==> src/rtl/if_stage.sv <==
`default_nettype none
// ============================================================================
// Module   : if_stage
// Purpose  : Instruction-fetch stage of the pipelined MIPS CPU. Owns the
//            program counter, addresses the combinational instruction ROM,
//            and latches the returned word into the IF/ID pipeline register.
//            Applies next-PC redirection (branch, jump, jr, exception
//            vectors), stall and flush, and the PC[31] supervisor-bit rules.
// Ports    : clk, reset          - clock, synchronous active-high reset
//            Stall, Flush        - hold / bubble controls from ID, ID/EX
//            PCSrc               - next-PC select (0..5, 6/7 alias 4)
//            BranchTarget,
//            JumpIndex, JrTarget - redirect targets
//            InstAddress         - PC[30:0] to the instruction ROM
//            Instruction         - ROM read data for InstAddress
//            PC                  - current program counter
//            IF_ID_*             - IF/ID pipeline register contents
//            FetchCount          - count of valid instructions latched
// Revision : 1.0 - initial release
// ============================================================================
module if_stage #(
    parameter logic [31:0] RESET_PC = 32'h8000_0000,
    parameter logic [31:0] ILLOP_PC = 32'h8000_0004,
    parameter logic [31:0] XADR_PC  = 32'h8000_0008
) (
    input  logic        clk,
    input  logic        reset,
    input  logic        Stall,
    input  logic        Flush,
    input  logic [2:0]  PCSrc,
    input  logic [31:0] BranchTarget,
    input  logic [25:0] JumpIndex,
    input  logic [31:0] JrTarget,
    output logic [30:0] InstAddress,
    input  logic [31:0] Instruction,
    output logic [31:0] PC,
    output logic [31:0] IF_ID_Instruction,
    output logic [31:0] IF_ID_PCPlus4,
    output logic        IF_ID_Valid,
    output logic [31:0] FetchCount
);

    localparam logic [2:0]  c_SEL_PLUS4  = 3'd0;
    localparam logic [2:0]  c_SEL_BRANCH = 3'd1;
    localparam logic [2:0]  c_SEL_JUMP   = 3'd2;
    localparam logic [2:0]  c_SEL_JR     = 3'd3;
    localparam logic [2:0]  c_SEL_XADR   = 3'd5;
    localparam logic [30:0] c_WORD_STEP  = 31'd4;

    logic [31:0] r_pc;
    logic [31:0] r_ifid_instr;
    logic [31:0] r_ifid_pcplus4;
    logic        r_ifid_valid;
    logic [31:0] r_fetch_count;

    logic [31:0] w_pc_plus4;
    logic [31:0] w_next_raw;
    logic [31:0] w_next_pc;

    // The increment stays inside bits 30:0 so sequential fetch can never
    // change the supervisor bit.
    assign w_pc_plus4 = {r_pc[31], r_pc[30:0] + c_WORD_STEP};

    always_comb begin
        w_next_raw = ILLOP_PC;
        case (PCSrc)
            c_SEL_PLUS4:  w_next_raw = w_pc_plus4;
            c_SEL_BRANCH: w_next_raw = {r_pc[31], BranchTarget[30:0]};
            c_SEL_JUMP:   w_next_raw = {r_pc[31], w_pc_plus4[30:28], JumpIndex, 2'b00};
            // JR may drop to user mode but can never raise the supervisor bit.
            c_SEL_JR:     w_next_raw = {r_pc[31] & JrTarget[31], JrTarget[30:0]};
            c_SEL_XADR:   w_next_raw = XADR_PC;
            default:      w_next_raw = ILLOP_PC;
        endcase
    end

    // Every loaded PC is word aligned, whatever the source supplied.
    assign w_next_pc = {w_next_raw[31:2], 2'b00};

    // Flush carries a redirect that must land even while ID is stalling.
    always_ff @(posedge clk) begin
        if (reset) begin
            r_pc <= RESET_PC;
        end else if (Flush || !Stall) begin
            r_pc <= w_next_pc;
        end
    end

    always_ff @(posedge clk) begin
        if (reset) begin
            r_ifid_instr   <= 32'h0;
            r_ifid_pcplus4 <= 32'h0;
            r_ifid_valid   <= 1'b0;
            r_fetch_count  <= 32'h0;
        end else if (Flush) begin
            r_ifid_instr   <= 32'h0;
            r_ifid_pcplus4 <= 32'h0;
            r_ifid_valid   <= 1'b0;
        end else if (!Stall) begin
            r_ifid_instr   <= Instruction;
            r_ifid_pcplus4 <= w_pc_plus4;
            r_ifid_valid   <= 1'b1;
            r_fetch_count  <= r_fetch_count + 32'd1;
        end
    end

    assign InstAddress       = r_pc[30:0];
    assign PC                = r_pc;
    assign IF_ID_Instruction = r_ifid_instr;
    assign IF_ID_PCPlus4     = r_ifid_pcplus4;
    assign IF_ID_Valid       = r_ifid_valid;
    assign FetchCount        = r_fetch_count;

endmodule
`default_nettype wire

==> config.mk <==
export PLATFORM = sky130hd
export DESIGN_NAME = if_stage
export DESIGN_NICKNAME = d
export VERILOG_FILES = /design/src/rtl/if_stage.sv
export SDC_FILE = /design/constraint.sdc
export NUM_CORES = 1
export LEC_CHECK = 0
export BUFFER_PORTS_ARGS = -buffer_cell sky130_fd_sc_hd__buf_4
export CORE_UTILIZATION = 50
export DETAILED_ROUTE_END_ITERATION = 8
export GPL_TIMING_DRIVEN = 0
export PLACE_DENSITY = 0.93
export SKIP_CTS_REPAIR_TIMING = 1
export SLEW_MARGIN = 10
export SYNTH_ARGS = -nofsm -noshare
export SYNTH_HDL_FRONTEND = slang
export SYNTH_SLANG_ARGS = --single-unit
==> constraint.sdc <==
create_clock -name clk -period 4.3 [get_ports clk]
set_input_delay 0.43 -clock clk [delete_from_list [all_inputs] [get_ports clk]]
set_output_delay 0.43 -clock clk [all_outputs]
set_load 0.05 [all_outputs]
Word level (Yosys, flattened, before mapping). Cells that the tools add are included.

Bits in registers: 127. Bits of input ports: 129. Output and inout bits: 160. Logic and storage cells: 25.

Add/subtract/negate cells: 2. Eq/ne operators: 4. Multiplexer cells: 1. Bitwise gates (word level): 6. Reduce and logical (&&, ||, !) cells: 6.

Operator list (number): 32-bit case mux with 5 select lines (1); 32-bit by 1-bit adder with 32-bit output, second input constant (1); 31-bit by 3-bit adder with 31-bit output, second input constant (1); 3-bit by 2-bit equality test with 1-bit output, second input constant (2); 1-bit NOT (5); 4-bit AND reduction (1); 3-bit by 1-bit equality test with 1-bit output, second input constant (1); 3-bit equality test, second input constant (1); 3-bit logical NOT (1); 2-bit AND reduction (1); 2-bit OR reduction (1); 1-bit bitwise AND (1); 1-bit logical NOT (1); 1-bit logical OR (1).

Longest topological paths before layout. Gate-level depths: netlist (run 1).

Depth in word-level cells: 3. Mapped depth: 7. Depth with buffers taken out: 6.

Least setup slack after synthesis (run 1). No wires, ideal clock.

Kind: register to register. Start: reg r_pc[2], in the netlist PC[2]. End: reg r_pc[28], in the netlist PC[28]. Library setup time: 0.122 ns. Arrival: 2.267 ns. Required time: 4.178 ns. Path slack: 1.912 ns. Cell stages (with the launch flop): 7. Path buffers: 0. Clock period less this slack: 2.388 ns. Cell sequence: dfxtp_1 ha_1 nand4_1 nor3_4 nand3_2 mux2_4 a221o_1.

Longest elaborated chain between the ends: 2.

Ends and longest elaborated chain: from (decl) (RTL line 50) `logic [31:0] r_pc;`; from (signal assigned) (RTL line 85) `r_pc <= w_next_pc;`; 31-bit by 3-bit adder with 31-bit output (RTL line 62) `assign w_pc_plus4 = {r_pc[31], r_pc[30:0] + c_WORD_STEP};`; 32-bit case mux with 5 select lines (RTL line 66) `case (PCSrc)`.

No other way between the ends. A chain may end at the register's enable or synchronous reset.

Final worst setup path (run 1). Ends and elaborated chain as after synthesis.

==> results of run 1 <==
==> where the power goes <==
group          total, uW  switching (uW)  internal (uW)
logic                596             363            233
clock network       1570             544           1030
registers           1230            39.0           1190
total               3400             946           2450
==> critical path: stages (launching register included) <==
cell	delay, ps
dfxtp_1	510
ha_1	280
nand4_1	280
nor3_4	450
nand3_2	160
mux2_4	320
a221o_1	290
==> through the flow <==
| step | util | instances | hold slack (ps) |
|---|---|---|---|
| 6_report | 0.7532 | 1274 | 231.3 |
| 5_1_grt | 0.7532 | 1274 | 237.8 |
| 4_1_cts | 0.7532 | 1274 | 222.1 |
| 3_5_place_dp | 0.7029 | 1242 | 451.2 |
| 3_3_place_gp | 0.7029 | 1242 | 436.5 |
| 2_1_floorplan | - | 794 | 448.9 |
==> cell families (layout without fill, tap and decap cells) <==
family	count (synthesis)	count (layout)
AND/OR/NAND/NOR	274	274
AO/OA/AOI/OAI	165	165
flip-flops	125	125
buffers and inverters	99	407
multiplexers	67	67
XOR/XNOR	56	56
adder cells (fa/ha/maj)	2	2
other	1	6
==> per-layer routing <==
layer | wire length (um) | vias to the layer above | share of wire | track usage
met5 | 0 | - | 0 | 0
met4 | 823 | 0 | 0.035 | 0.1530
met3 | 2354 | 81 | 0.10 | 0.07946
met2 | 11580 | 524 | 0.49 | 0.5658
met1 | 8809 | 3361 | 0.37 | 0.3988
li1 | - | 3383 | - | -
==> flip-flops by register name, indices dropped and copies added, names as in the netlist <==
signal	flops
PC	30
IF_ID_PCPlus4	30
IF_ID_Valid	1
IF_ID_Instruction	32
FetchCount	32
==> cells in the mapped netlist, types with 2 or more instances <==
cell type / count / area share
dfxtp_1: 125 / 0.37
nor2_1: 108 / 0.060
a21oi_1: 62 / 0.046
mux2i_1: 43 / 0.064
o21ai_0: 38 / 0.028
buf_4: 36 / 0.040
nand2_1: 36 / 0.020
clkbuf_1: 34 / 0.019
xor2_1: 29 / 0.038
nand3_1: 28 / 0.021
xnor2_1: 27 / 0.035
a22oi_1: 22 / 0.025
mux2_2: 22 / 0.037
nand4_1: 18 / 0.017
nor3_1: 17 / 0.013
buf_2: 13 / 0.0097
and4_1: 10 / 0.013
nor4_1: 8 / 0.0075
a31oi_1: 7 / 0.0065
inv_1: 7 / 0.0039
a211oi_1: 6 / 0.0067
and2_1: 6 / 0.0056
and3_1: 6 / 0.0056
or3_1: 6 / 0.0056
buf_1: 5 / 0.0028
nand2b_1: 5 / 0.0047
nor2b_1: 4 / 0.0037
o22ai_1: 4 / 0.0037
a21o_1: 3 / 0.0034
clkbuf_2: 3 / 0.0022
nand4_4: 3 / 0.0095
nor3_4: 3 / 0.0073
o211ai_1: 3 / 0.0034
o311ai_0: 3 / 0.0039
o32ai_1: 3 / 0.0039
or2_2: 3 / 0.0028
and4_2: 2 / 0.0030
ha_1: 2 / 0.0037
nor4_2: 2 / 0.0037
o21a_1: 2 / 0.0022
o31a_1: 2 / 0.0026
o32a_1: 2 / 0.0030
or4_1: 2 / 0.0022
==> area by class of cell <==
| cell class | count | area share |
|---|---|---|
| Multi-Input combinational cell | 570 | 0.3829 |
| Sequential cell | 125 | 0.2591 |
| Timing Repair Buffer | 276 | 0.2145 |
| Buffer | 91 | 0.05142 |
| Clock buffer | 17 | 0.04404 |
| Clock inverter | 15 | 0.02267 |
| Tap cell | 172 | 0.02228 |
| Inverter | 8 | 0.003109 |
==> worst paths after layout <==
| kind | from | end | slack (ps) | cells past startpoint |
|---|---|---|---|---|
| hold reg to reg | IF_ID_PCPlus4[8] | IF_ID_PCPlus4[8] | 470 | 2 |
| hold / removal | JrTarget[31] | PC[31] | 230 | 3 |
| setup reg to reg | PC[2] | PC[28] | 1890 | 6 |
| setup / recovery | PC[2] | PC[28] | 1890 | 6 |
==> qor.csv, run 1 <==
metric,value,unit
grt_pass1_vias,6968,
drv_slew,0,
synth-xor-area-share,0.07311,
tritoncts,built,
ys_types,62,
period_needed,2408,ps
area_growth_syn_to_layout,43.98,%
syn_area_per_cell,8.503,sq um
tns,0,ps
cts_root_buf,clkbuf_16,
antenna_cells,0,
final_cell_area,9659,sq um
synthSimpleGateAreaFrac,0.2150,
syn_area,6709,sq um
routed_wl,23560,um
synth_cells,789,
required,4600,ps
synth_compound_area_frac,0.1494,
rsz0062_at_grt,no,
viasPerCell,5.768,
async_reset_ff_frac,0,
slew_headroom,0.4238,
start_kind,flop,
ios,289,
setup_viol,0,
drc_errors,0,
multiInputGateArea,3699,sq um
synth_top_family_by_area,simple AND/OR/NAND/NOR gates,
critPathArrivalTime,2710,ps
ant_nets,0,
place.gp.congestion,0.9880,
clockBufferDepth,2,
dp_worst_setup_slack,1935,ps
p_leak,0.004292,uW
dr_total_vias,7349,
synth_edf_count,0,
status,"finished, final reports clean",
max_cap_viol_count,0,
worstSetupPathType,reg2reg,
grt_max_degree,17,
worst_pin_slew,856.4,ps
htreeDepth,4,
p_per_area,351.7,nW/um^2
die_area,13890,sq um
drtPass1Iterations,6,
final-hold-violation-count,0,
die_h,117.8,um
crit_path_max_fanout,10,
drive_gt1_frac,0.3666,
mostFrequentLayoutCells,"buf_4 (312), dfxtp_1 (125), nor2_1 (108), a21oi_1 (62), mux2i_1 (43)",
grt_usage,0.3342,
clk_pin_slew_worst_paths,60,ps
io_buffer_count,276,
end_kind,flop,
n_fill_cell,945,
chipWidth,117.8,um
hold_class,in2reg,
core-area,12820,sq um
drtIter0Drc,924,
synth.area.mux_share,0.1067,
finClkSkew,7.335,ps
detailed_place_hpwl,17790,um
synth_adder_area_share,0.003730,
ys_seq_elements,125,
worstSkewPairLatency,420,ps
nNetsFinal,1220,
peakVddDrop,0.0003243,V
globalRoute.totalOverflow,0,
numCtsBuffers,17,
numClockSinks,125,
final_common_cell,buf_4,
grt_antenna_before_repair,0,
yosys_warnings,0,
finalWorstSetupSlack,1892,ps
dpl_cell_area,9015,sq um
synth_top_flop_cell,dfxtp_1,
ys_seq_area_frac,0.3730,
seqCellArea,2502,sq um
fp-row-count,41,
power,3397,uW
layout_worst_path_cycle_share,0.5601,
grt_pass1_wl,36360,um
wl_per_cell,18.49,um
fmax,415.2,MHz
start_util,0.5231,
No activity file was read; power rests on OpenSTA's default activity.
==> run 2: changes to the inputs <==
- CORE_UTILIZATION: 50 -> 44
- PLACE_DENSITY: 0.93 -> 0.88
- clock period: 4.3 -> 2.1 ns (I/O delays scaled with it)
==> run 2 against run 1 <==
Compared with the run above: the run now ends with DRC left; cell count is 1.1% higher; count of clock-buffer cells in the layout grew 2; global-route usage fell by 3.9 points; core utilization decreased by 8.9 points; critical path type unchanged; critical endpoint is now IF_ID_PCPlus4[26]; largest cell class unchanged.
==> qor.csv, run 2 (same netlist as run 1, synthesis figures left out) <==
metric,value,unit
dr_total_vias,7230,
wl_per_cell,18.15,um
chipWidth,125.5,um
critPathArrivalTime,2370,ps
clockBufferDepth,2,
power_frac_seq,0.367,
grt_pass1_wl,36320,um
cp_num_buf_inv,1,
p_leak,0.004349,uW
viasPerCell,5.613,
grt_antenna_before_repair,0,
p_per_area,704.5,nW/um^2
worstSkewPairLatency,420,ps
clk_pin_slew_worst_paths,60,ps
crit_family,simple AND/OR/NAND/NOR gates,
drive_gt1_frac,0.3886,
cts_root_buf,clkbuf_16,
n_fill_cell,1193,
antenna_cells,0,
regToRegStartpoint,PC[21],
tritoncts,built,
period_needed,2087,ps
core-area,14700,sq um
p_switching,1959,uW
required,2380,ps
grt_max_degree,17,
crit_chain,"clkbuf_1, nand2_1, nor4_1, nand3_1, xor2_1, a21oi_1",
grt_usage,0.2949,
drtIter0Drc,682,
routed_wl,23380,um
end_kind,flop,
final_cell_area,9756,sq um
status,"complete, but fails checks",
place.gp.congestion,0.9840,
die_area,15750,sq um
dpl_cell_area,9059,sq um
nNetsFinal,1222,
clkPwrFrac,0.456,
multiInputGateArea,3756,sq um
start_kind,flop,
swShare,0.2851,
seqCellArea,2531,sq um
numClockSinks,125,
drc_errors,11,
hold_class,in2reg,
failed_checks,DRC,
final-hold-violation-count,0,
io_buffer_count,276,
numCtsBuffers,17,
p_int,4914,uW
max_cap_viol_count,0,
mostFrequentLayoutCells,"buf_4 (315), nor2_1 (108), dfxtp_1 (106), a21oi_1 (62), mux2i_1 (43)",
grt_pass1_vias,6811,
setup_viol,0,
fp-row-count,44,
critPathLaunch,PC[21],
slowest_delay,530,ps
slew_headroom,0.5176,
drv_slew,0,
crit_path_max_fanout,7,
globalRoute.totalOverflow,0,
peakVddDrop,0.0006190,V
ant_nets,0,
start_util,0.4564,
comb_power_share,0.177,
min_from,JrTarget[31],
slowest_stage,nor4_1,
htreeDepth,4,
area_growth_syn_to_layout,45.41,%
ios,289,
fmax,479.1,MHz
detailed_place_hpwl,17700,um
die_h,125.5,um
worst_pin_slew,723.6,ps
worstSetupPathType,reg2reg,
final_common_cell,buf_4,
finish.utilization,0.6637,
layout_worst_path_cycle_share,0.9939,
finClkSkew,6.709,ps
tns,0,ps
drtPass1Iterations,9,
==> run 2: routing by layer <==
metal | vias to the layer above | track usage | part of all wire
li1 | 3387 | - | -
met5 | - | 0 | 0
met4 | 0 | 0.09469 | 0.022
met2 | 409 | 0.4987 | 0.50
met1 | 3381 | 0.3696 | 0.39
met3 | 53 | 0.06804 | 0.089
==> run 2: power by group through the flow <==
stage          combinational [uW]  clock, uW  sequential [uW]
2_1_floorplan                 526          0             2780
3_3_place_gp                 1190          0             2560
3_5_place_dp                 1200          0             2570
4_1_cts                      1210       3160             2520
5_1_grt                      1280       3290             2530
6_report                     1220       3140             2520
==> run 2: worst paths after layout <==
kind | slack, ps | cells after the start | end
max | 10 | 6 | IF_ID_PCPlus4[26]
min | 20 | 3 | PC[31]
max reg2reg | 10 | 6 | IF_ID_PCPlus4[26]
min reg2reg | 460 | 1 | IF_ID_Valid
==> run 2: stage by stage <==
stage | total power [uW] | setup WS, ps | hold WS [ps] | std cells
2_1_floorplan | 3301 | 0.2243 | 345.9 | 794
3_3_place_gp | 3754 | -119.1 | 431.9 | 1254
3_5_place_dp | 3772 | -124.9 | 434.2 | 1254
4_1_cts | 6886 | -132.2 | -0.3827 | 1286
5_1_grt | 7099 | -23.04 | 11.66 | 1288
6_report | 6873 | 12.88 | 19.65 | 1288
==> run 2: area by class of cell <==
cell class | count | share of cell area
buffer | 90 | 0.05040
clock buffer | 19 | 0.04438
clock inverter | 13 | 0.01937
inverter | 8 | 0.003078
multi-input combinational | 570 | 0.3850
sequential | 125 | 0.2595
tap | 184 | 0.02360
timing repair buffer | 279 | 0.2147
==> run 2: worst min-delay path: cells and delay by family <==
| family | cells | cell delay, ps |
|---|---|---|
| buffers and inverters | 1 | 70 |
| AND/OR/NAND/NOR | 1 | 50 |
| AO/OA/AOI/OAI | 1 | 70 |
==> run 3: changes to the inputs <==
- ABC_AREA: unset -> 1
- PLACE_DENSITY: 0.88 -> 0.87
==> run 3 against run 2 <==
Compared with the run above: the flow now finishes without violations; critical endpoint is now PC[10]; critical path type unchanged; wire length increased by 7.5%; power fell by 1.5%; global-route usage is 0.95 points higher; sequential share of layout area down 0.66 points; fmax rose by 7.8%; highest routed layer unchanged.
==> qor.csv, run 3 <==
metric,value,unit
required,2450,ps
ys_seq_elements,125,
final_cell_area,9901,sq um
grt_pass1_vias,7572,
end_kind,flop,
dp_worst_setup_slack,-38.01,ps
detailed_place_hpwl,19800,um
worstSetupPathType,reg2reg,
yosys_warnings,0,
drtIter0Drc,609,
place.gp.congestion,0.9869,
critical_path.most_common_cell,nand2_1,
yosysTopAreaCell,dfxtp_1,
finalWorstSetupSlack,164.3,ps
antenna_cells,0,
crit_chain,"ha_2, nand2_1, nor2_4, nand2_2, inv_2, nor2_1, a21oi_1, nand2_1, nand2_1, nand2_1, a21oi_1",
chipWidth,127.4,um
synth_common_cells,"nand2_1 (420), dfxtp_1 (125), a21oi_1 (124)",
slowest_delay,470,ps
fmax,516.6,MHz
status,"finished, final reports clean",
grt_pass1_wl,38220,um
peakVddDrop,0.0005297,V
die_area,16240,sq um
period_needed,1936,ps
mostFrequentLayoutCells,"nand2_1 (420), buf_4 (316), dfxtp_1 (124), a21oi_1 (124), nor2_1 (93)",
cp_num_buf_inv,1,
synth.most_common_cell,nand2_1,
min_from,JrTarget[31],
globalRoute.totalOverflow,0,
critPathArrivalTime,2290,ps
grt_usage,0.3044,
grt_antenna_before_repair,0,
critPathLaunch,PC[3],
synth.area.top_cells,"dfxtp_1 (36%), nand2_1 (23%), a21oi_1 (9.0%)",
ios,289,
p_leak,0.004507,uW
tns,0,ps
syn_area,6923,sq um
syn_area_per_cell,6.317,sq um
worst_pin_slew,617.4,ps
slew_headroom,0.5884,
numCtsBuffers,17,
io_buffer_count,277,
cts_root_buf,clkbuf_16,
clockBufferDepth,2,
wl_per_cell,15.51,um
drc_errors,0,
core-area,15260,sq um
drv_slew,0,
tritoncts,built,
synth_edf_count,0,
dr_total_vias,8268,
synth_top_flop_cell,dfxtp_1,
finish.utilization,0.6489,
numClockSinks,125,
p_per_area,683.9,nW/um^2
synth_cells,1096,
layout_worst_path_cycle_share,0.9218,
async_reset_ff_frac,0,
clk_pin_slew_worst_paths,60,ps
ys_types,39,
worstSkewPairLatency,420,ps
regToRegStartpoint,PC[3],
final_common_cell,nand2_1,
drtPass1Iterations,5,
drive_gt1_frac,0.2773,
hold_class,in2reg,
dpl_cell_area,9285,sq um
finClkSkew,9.300,ps
slowest_stage,dfxtp_1,
routed_wl,25140,um
crit_path_max_fanout,6,
die_h,127.4,um
max_cap_viol_count,0,
ys_seq_area_frac,0.3615,
setup_viol,0,
crit_family,simple AND/OR/NAND/NOR gates,
final-hold-violation-count,0,
htreeDepth,4,
area_growth_syn_to_layout,43.01,%
rsz0062_at_grt,no,
viasPerCell,5.101,
start_kind,flop,
grt_max_degree,17,
nNetsFinal,1528,
start_util,0.4537,
fp-row-count,45,
yosysTopAreaCellShare,0.3615,
ant_nets,0,
[run 3: changes by cell type in the layout (fill, tap and decap cells not counted), moves of 21 or more]
cell,change
nand2_1,+384
inv_1,+68
a21oi_1,+62
mux2i_1,-43
xnor2_1,-24
mux2_2,-22
xor2_1,-21
[run 3: through the flow]
stage	hold slack [ps]	total power (uW)	instances
4_1_cts	9.342	6773	1621
6_report	21.68	6771	1621
3_3_place_gp	438.6	3731	1589
5_1_grt	23.94	6975	1621
3_5_place_dp	443.3	3750	1589
2_1_floorplan	349.6	3269	1101
[run 3: worst paths after layout]
kind	endpoint	slack, ps	depth (start not counted)
min	PC[31]	20	3
min reg2reg	IF_ID_Instruction[29]	460	2
max	PC[10]	160	11
max reg2reg	PC[10]	160	11
[run 3: cell families (layout without fill, tap and decap cells)]
| logic type | Yosys count | after routing | share of synthesized area |
|---|---|---|---|
| and+or+nand+nor | 615 | 615 | 0.3701 |
| AOI/OAI and AO/OA | 185 | 185 | 0.1417 |
| buffers and inverters | 157 | 466 | 0.1086 |
| DFF | 125 | 125 | 0.3615 |
| xor gates and xnor gates | 11 | 11 | 0.01392 |
| adders and majority gates | 2 | 2 | 0.003614 |
| other | 1 | 6 | 0.0005417 |
[run 3: tightest hold or removal path, cell delays in order]
cell	delay, ps
buf_4	80
o32ai_1	70
nand2_1	50
[run 3: power by group]
part	switching, uW	internal (uW)
Clock	1220	1830
Combinational	755	426
Sequential	91.4	2440
Total	2070	4700
[run 3: layout make-up]
class | instances | area, sq um
flip-flops and latches | 125 | 2504
clock buffers | 18 | 439.2
well taps | 211 | 264.0
fillers | 1368 | 5358
multi-input cells | 819 | 3690
inverters | 79 | 296.5
repair buffers | 277 | 2079
plain buffers | 78 | 455.4
clock inverters | 14 | 172.7
[run 3: routing by layer]
layer  share of wire  global-route usage  vias to the layer above
met4           0.033              0.1246                        0
met2            0.48              0.5178                      427
met3            0.10             0.08250                       56
li1                -                   -                     4069
met1            0.39              0.3618                     3716
met5               0                   0                        -
